## src/rtl/bitstream_loader.sv

```systemverilog
// Word-stream to serial configuration sequencer for the core programming port.
// Define BITSTREAM_LOADER_CHECKSUM_EN to require a trailing modulo checksum word.
module bitstream_loader #(
  parameter int BITS         = 10080,
  parameter int WORD_W       = 8,
  parameter int RESET_CYCLES = 1
) (
  input  logic                       clk,
  input  logic                       reset,
  input  logic                       start,
  input  logic                       abort,
  input  logic [WORD_W-1:0]          in_data,
  input  logic                       in_valid,
  output logic                       in_ready,
  output logic                       cfg_dta,
  output logic                       cfg_den,
  output logic                       cfg_lut_reset,
  output logic                       busy,
  output logic                       done,
  output logic                       error,
  output logic [$clog2(BITS+1)-1:0]  bit_count
);

  localparam int CW     = $clog2(BITS + 1);
  localparam int NWORDS = (BITS + WORD_W - 1) / WORD_W;
`ifdef BITSTREAM_LOADER_CHECKSUM_EN
  localparam int LIMIT  = NWORDS + 1;
`else
  localparam int LIMIT  = NWORDS;
`endif
  localparam int WCW    = $clog2(LIMIT + 1);
  localparam int KW     = $clog2(WORD_W + 1);
  localparam int RCW    = (RESET_CYCLES > 1) ? $clog2(RESET_CYCLES) : 1;

  typedef enum logic [1:0] {
    IDLE,
    SHIFT,
    LUTRST,
    DONE
  } state_t;

  state_t state, state_nxt;

  logic [WORD_W-1:0] shreg;
  logic [KW-1:0]     cnt;
  logic [WCW-1:0]    words;
  logic [RCW-1:0]    rcnt;

  logic take, load, shift_en, last_bit;
  logic fin, sum_ok, rst_last, kill, go;

  assign take     = in_valid && in_ready;
  assign shift_en = (cnt != '0) && (bit_count != CW'(BITS));
  assign last_bit = shift_en && (bit_count == CW'(BITS - 1));
  assign rst_last = (rcnt == RCW'(RESET_CYCLES - 1));
  assign kill     = abort && busy;
  assign go       = start && !abort;

`ifdef BITSTREAM_LOADER_CHECKSUM_EN
  logic [WORD_W-1:0] csum;
  logic              csum_got;
  logic              csum_ok;
  logic              is_sum;

  // The word after the last data word is the checksum; it is never shifted.
  assign is_sum = take && (words == WCW'(NWORDS));
  assign load   = take && !is_sum;
  assign fin    = (bit_count == CW'(BITS)) && csum_got;
  assign sum_ok = csum_ok;

  always_ff @(posedge clk) begin
    if (reset) begin
      csum     <= '0;
      csum_got <= 1'b0;
      csum_ok  <= 1'b0;
    end else if ((state == IDLE || state == DONE) && go) begin
      csum     <= '0;
      csum_got <= 1'b0;
      csum_ok  <= 1'b0;
    end else if (state == SHIFT && take) begin
      if (is_sum) begin
        csum_got <= 1'b1;
        csum_ok  <= (csum == in_data);
      end else begin
        csum <= csum + in_data;
      end
    end
  end
`else
  assign load   = take;
  assign fin    = (bit_count == CW'(BITS));
  assign sum_ok = 1'b1;
`endif

  always_ff @(posedge clk) begin
    if (reset) state <= IDLE;
    else       state <= state_nxt;
  end

  always_comb begin
    state_nxt = state;
    case (state)
      IDLE, DONE: if (go) state_nxt = SHIFT;
      SHIFT: begin
        if (abort)    state_nxt = IDLE;
        else if (fin) state_nxt = sum_ok ? LUTRST : DONE;
      end
      LUTRST: begin
        if (abort)         state_nxt = IDLE;
        else if (rst_last) state_nxt = DONE;
      end
      default: state_nxt = IDLE;
    endcase
  end

  always_comb begin
    busy     = 1'b0;
    in_ready = 1'b0;
    unique case (1'b1)
      (state == SHIFT): begin
        busy     = 1'b1;
        in_ready = (cnt <= KW'(1)) && (words < WCW'(LIMIT));
      end
      (state == LUTRST): busy = 1'b1;
      default: ;
    endcase
  end

  always_ff @(posedge clk) begin
    if (reset) begin
      shreg         <= '0;
      cnt           <= '0;
      words         <= '0;
      rcnt          <= '0;
      bit_count     <= '0;
      cfg_dta       <= 1'b0;
      cfg_den       <= 1'b0;
      cfg_lut_reset <= 1'b0;
      done          <= 1'b0;
      error         <= 1'b0;
    end else if (kill) begin
      shreg         <= '0;
      cnt           <= '0;
      cfg_den       <= 1'b0;
      cfg_lut_reset <= 1'b0;
      done          <= 1'b0;
    end else begin
      case (state)
        IDLE, DONE: begin
          if (go) begin
            shreg     <= '0;
            cnt       <= '0;
            words     <= '0;
            rcnt      <= '0;
            bit_count <= '0;
            done      <= 1'b0;
            error     <= 1'b0;
          end
        end
        SHIFT: begin
          cfg_den <= shift_en;
          if (shift_en) begin
            cfg_dta   <= shreg[0];
            shreg     <= shreg >> 1;
            cnt       <= cnt - 1'b1;
            bit_count <= bit_count + 1'b1;
          end
          // Bits left in the buffer past the final bit are dropped.
          if (last_bit) cnt <= '0;
          if (load) begin
            shreg <= in_data;
            cnt   <= KW'(WORD_W);
          end
          if (take) words <= words + 1'b1;
          if (fin) begin
            if (sum_ok) begin
              cfg_lut_reset <= 1'b1;
              rcnt          <= '0;
            end else begin
              done  <= 1'b1;
              error <= 1'b1;
            end
          end
        end
        LUTRST: begin
          rcnt <= rcnt + 1'b1;
          if (rst_last) begin
            cfg_lut_reset <= 1'b0;
            done          <= 1'b1;
          end
        end
        default: ;
      endcase
    end
  end

endmodule

```

## config.mk

```make
export PLATFORM = sky130hd
export DESIGN_NAME = bitstream_loader
export DESIGN_NICKNAME = d
export VERILOG_FILES = /design/src/rtl/bitstream_loader.sv
export SDC_FILE = /design/constraint.sdc
export NUM_CORES = 1
export LEC_CHECK = 0
export CORE_MARGIN = 5
export CORE_UTILIZATION = 33
export DETAILED_ROUTE_END_ITERATION = 7
export PLACE_DENSITY_LB_ADDON = 0.1
export SLEW_MARGIN = 5
export SYNTH_ARGS = -nofsm -noshare
export SYNTH_HDL_FRONTEND = slang
export SYNTH_SLANG_ARGS = --single-unit
```

## constraint.sdc

```tcl
create_clock -name clk -period 2.3 [get_ports clk]
set_clock_uncertainty 0.1 [all_clocks]
set_input_delay 0.345 -clock clk [delete_from_list [all_inputs] [get_ports clk]]
set_output_delay 0.345 -clock clk [all_outputs]
set_load 0.01 [all_outputs]
```

Yosys cells after proc, flatten, opt, wreduce, memory -nomap -nowiden
Index checks and enable logic that the tools add are counted.
{ "word_totals": {"reg_bits": 44, "input_bits": 13, "word_cells": 87} }
{ "op_classes": {"n_addsub": 4, "order_cmp": 2, "n_eq_ne": 15, "mux": 31, "bitwise": 2, "reduce_logical": 23} }
{ "op_table": {"columns": ["cell", "count"], "rows": [
  ["$eq 14x14->1 const B", 2],
  ["$mux 14", 2],
  ["$pmux 14 s2", 1],
  ["$mux 8", 3],
  ["$mux 11", 2],
  ["$pmux 11 s2", 1],
  ["$reduce_and 3->1", 7],
  ["$mux 4", 4],
  ["$pmux 8 s2", 1],
  ["$add 14x1->14 const B", 1],
  ["$ne 14x14->1 const B", 1],
  ["$add 11x1->11 const B", 1],
  ["$lt 11x11->1 const B", 1],
  ["$mux 2", 5],
  ["$ne 2x2->1 const B", 5],
  ["$ne 3x3->1 const B", 3],
  ["$pmux 4 s2", 1],
  ["$reduce_and 4->1", 2],
  ["$mux 1", 7],
  ["$logic_and 1x1->1", 6],
  ["$pmux 2 s3", 1],
  ["$reduce_or 2->1", 3],
  ["$eq 2x2->1 const B", 2],
  ["$le 4x1->1 const B", 1],
  ["11 further kinds", 14]
]} }

Longest topological paths before layout
Gate-level depths: netlist of the first run.
{ "logic_depth": {"depth_word": 6, "depth_mapped": 9, "mapped_depth_nobuf": 7} }

Worst setup path before layout of the first run
No wires, ideal clock.
{ "synth_path": {"path_kind": "flip-flop to flip-flop", "startpoint": "register state[0]", "endpoint": "register words[7]", "arrival_time_ns": 1.967, "setup_slack_ns": 0.163, "stages_incl_launch_ff": 8, "n_path_buf": 0, "synth_period_minus_slack_ns": 2.137, "cell_sequence": "dfxtp_1 -> inv_1 -> ha_1 -> nor2b_1 -> nor2_1 -> nand4_1 -> or4_1 -> a21oi_1"} }
{ "synth_between": {"elab_chain_cells": 6} }
{ "synth_lines": {"columns": ["item", "line_no", "text"], "rows": [
  ["start, declared", "42", "state_t state, state_nxt;"],
  ["start signal, assigned", "97", "else state <= state_nxt;"],
  ["$eq 2x1->1 or $eq 2x2->1 (tied branches)", "120, 148, 124", null],
  ["$reduce_or 2->1 (no line)", null, null],
  ["$mux 1", "119", "unique case (1'b1)"],
  ["$logic_and 1x1->1", "56", "assign kill = abort && busy;"],
  ["$not 1->1 (no line)", null, null],
  ["$reduce_and 4->1 (no line)", null, null],
  ["end signal, assigned", "174", "if (take) words <= words + 1'b1;"],
  ["end, declared", "46", "logic [WCW-1:0] words;"]
]} }
Several ways; a longest one is shown, not always the timed one.
A chain may end at the register's enable or synchronous reset.

Final worst setup path of the first run
{ "layout_path": {"startpoint": "register words[5]", "endpoint": "output port in_ready"} }
{ "layout_between": {"elab_chain_cells": 3} }
{ "layout_lines": {"columns": ["item", "line_no", "text"], "rows": [
  ["$lt 11x11->1", "122", "in_ready = (cnt <= KW'(1)) && (words < WCW'(LIMIT));"],
  ["$logic_and 1x1->1", "122", null],
  ["$mux 1", "119", null],
  ["end, declared", "14", "output logic in_ready,"]
]} }
No other way between the ends.

==> reports/qor.yml, run 1 <==
sta:
  rsz0062_at_grt: "true"
  finalSetupViolCount: 0
  fmax_mhz: 454
  hold_violations: 0
  min_period_over_period_pct: 95.8
  drv_slew: 0
  tightest_slew_ns: 0.501
  maxSlewHeadroom_pct: 66.1
  setup_ws_ns: 0.0955
  finalCriticalPeriod_ns: 2.20
logic_synthesis:
  yosys.area_share.simple_pct: 26.6
  synth_edf_count: 0
  synthArstFlopShare_pct: 0
  synth.area.mux_share_pct: 5.36
  synth.avg_cell_area_um2: 8.72
  synth_top_family_by_area: "simple AND/OR/NAND/NOR gates"
  synth_xor_area_share_pct: 1.07
  synth_cell_types: 64
  synth_fa_ha_area_share_pct: 4.08
  synth_cells: 281
  synth.ff_latch_count: 44
  syn-num-nets: 302
  synth_ff_type: "dfxtp_1"
  synth-compound-area-share_pct: 22.5
  syn-cell-area_mm2: 0.00245
  yosysWarningCount: 0
  seq_area_frac_synth_pct: 35.9
drt:
  drtIter0Drc: 59
  via_per_inst: 5.20
  vias: 2349
  drc: 0
  wire_per_inst_um: 14.6
  ant_nets: 0
  dr.pass1.iters: 5
  drt_wl_total_um: 6620
clock_tree:
  cts.sinks: 44
  htreeDepth: 2
  postCtsHoldBufs: 0
  clkSlewWorstSetupHoldPaths_ns: 0.09
  cts_tree: "built"
  clk-insertion-delay-late_ns: 0.30
  cts-buffers-inserted: 5
  cts-root-buf: "clkbuf_8"
  cts_max_path_buffers: 2
global_routing:
  antenna_found_initial: 0
  grt_util_all_layers_pct: 15.2
  grt_pass1_vias: 2323
  grt_overflow: 0
  grt_max_degree: 17
  grt_pass1_wl_um: 11000
placement:
  place.gp.congestion: 0.789
  port_buffers: 32
  hpwl_um: 4990
  dp_worst_setup_slack_ns: -0.129
  post_dp_cell_area_mm2: 0.00314
hold_path:
  min_path_type: "reg2reg"
outcome:
  status: "complete, no violations"
power_and_ir_drop:
  ir_worst_vdd_v: 0.000236
  p_leak_nw: 1.20
  p_per_area_mw_per_mm2: 537
finish:
  final_cell_area_mm2: 0.00330
  seqCellArea_um2: 883
  antenna_cells: 0
  nets: 373
  drive_gt1_share_pct: 21.2
  finalCoreUtilization_pct: 45.5
  fillers: 750
  syn2layout_area_growth_pct: 34.5
  multi_input_area_mm2: 0.00149
setup_path:
  crit_type: "reg2out"
  end_kind: "primary output"
  crit_required_ns: 1.86
  cp_data_arrival_time_ns: 1.76
  cp-start-kind: "flop"
  cp_slowest_cell: "or4_4"
  worstPathMaxFanout: 4
  max_stage_delay_ns: 0.54
  worstPathCellList: "nand4_1 > or4_4 > o2111a_1 > dlygate4sd2_1"
die:
  die_h_um: 96.2
  rows: 31
  die-area_mm2: 0.00925
  start_util_pct: 33.8
  placeableCoreArea_mm2: 0.00725
  die_x_um: 96.2
  pin_count: 34
run:
  maxCapViolations: 0
==> registers in the layout (all words and copies together), names as in the netlist <==
signal,count
cfg_lut_reset,1
cfg_dta,1
words,11
rcnt,1
cnt,4
cfg_den,1
bit_count,14
state,2
shreg,8
done,1
==> cells in the mapped netlist (6+ instances only) <==
| cell | n | area share [%] |
|---|---|---|
| or3_1 | 15 | 3.8 |
| o21ai_0 | 19 | 3.9 |
| mux2i_1 | 12 | 4.9 |
| nand2_1 | 17 | 2.6 |
| clkbuf_1 | 6 | 0.92 |
| nand4_1 | 7 | 1.8 |
| inv_1 | 11 | 1.7 |
| dfxtp_1 | 44 | 36 |
| ha_1 | 8 | 4.1 |
| nand3_1 | 14 | 2.9 |
| o2bb2ai_1 | 7 | 2.5 |
| a21oi_1 | 27 | 5.5 |
| nor2_1 | 14 | 2.1 |
==> where the power goes <==
group / switching, mW / internal (mW)
clock network: 0.281 / 0.322
logic: 0.210 / 0.178
registers: 0.00714 / 0.772
total: 0.498 / 1.27
==> path summary, 6_finish.rpt <==
check	from	endpoint	slack, ns	cells past startpoint
worst max-delay path	words[5]	in_ready	0.1	4
worst min-delay path	shreg[2]	shreg[2]	0.37	1
worst max register to register	words[5]	shreg[5]	0.13	6
worst min register to register	shreg[2]	shreg[2]	0.37	1
==> through the flow <==
step                      cells  power, mW  setup TNS (ns)  hold slack [ns]
after floorplan             281       1.03               0            0.332
after global placement      441       1.18          -0.225            0.347
after detailed placement    441       1.18          -0.559            0.351
after CTS                   450       1.79               0            0.374
after global routing        452       1.87         -0.0423            0.396
final                       452       1.77               0            0.367
==> final cells by class <==
cell class | count | area share (%)
Clock buffer | 5 | 2.09
Clock inverter | 3 | 1.29
Inverter | 11 | 1.25
Multi-Input combinational cell | 214 | 45.2
Sequential cell | 44 | 26.8
Tap cell | 99 | 3.76
Timing Repair Buffer | 76 | 19.7
==> critical path: cells and delay by family (launching register included) <==
kind                   cells  cell delay (ns)
AND/OR/NAND/NOR            2             0.66
flip-flops                 1             0.36
buffers and inverters      1             0.28
AO/OA/AOI/OAI              1             0.15
==> cell families (layout without fill, tap and decap cells) <==
logic type | count (synthesis) | in the layout
AND/OR/NAND/NOR | 109 | 109
AO/OA/AOI/OAI | 80 | 80
flip-flops | 44 | 44
buffers and inverters | 23 | 95
multiplexers | 13 | 13
adder cells (fa/ha/maj) | 8 | 8
XOR/XNOR | 3 | 3
other | 1 | 1
==> metal layers <==
layer  track usage (%)  routed length [um]  vias up
met5                 0                   0        -
met4              4.62                  85        0
met3              3.52                 259        9
met2              23.9                2960       43
met1              20.6                3310     1093
li1                  -                   -     1204
==> placed cells by master, fill, tap and decap left out, types with 4 or more instances in the layout <==
| cell type | n |
|---|---|
| dfxtp_1 | 42 |
| nand4_1 | 7 |
| nor3_1 | 4 |
| mux2i_1 | 12 |
| inv_1 | 11 |
| nand2_1 | 17 |
| nor4_1 | 4 |
| and3_1 | 4 |
| o2bb2ai_1 | 7 |
| ha_1 | 6 |
| clkbuf_8 | 5 |
| or4_1 | 4 |
| or3_1 | 15 |
| buf_4 | 44 |
| nor2_1 | 13 |
| nand3_1 | 14 |
| a21oi_1 | 27 |
| o21ai_0 | 19 |
| clkdlybuf4s50_1 | 30 |
==> repair_timing <==
item / 4_1_cts / 5_1_grt
buffers inserted: 1 / 2
endpoints found under the setup margin: 7 / 20
hold endpoints to repair: 0 / 0
gates resized for setup: 5 / 5
pin swaps: 1 / 5
Power figures use the tool's default switching activity.
==> run 2: changes to the inputs <==
--- a/config.mk
+++ b/config.mk
@@ -7,6 +7,7 @@
 export LEC_CHECK = 0
 export CORE_MARGIN = 5
 export CORE_UTILIZATION = 33
+export CTS_BUF_LIST = sky130_fd_sc_hd__clkbuf_8
 export DETAILED_ROUTE_END_ITERATION = 7
 export PLACE_DENSITY_LB_ADDON = 0.1
 export SLEW_MARGIN = 5
==> results of run 2 <==
Same layout as run 1: the final DEF is identical, and so are final timing and power.
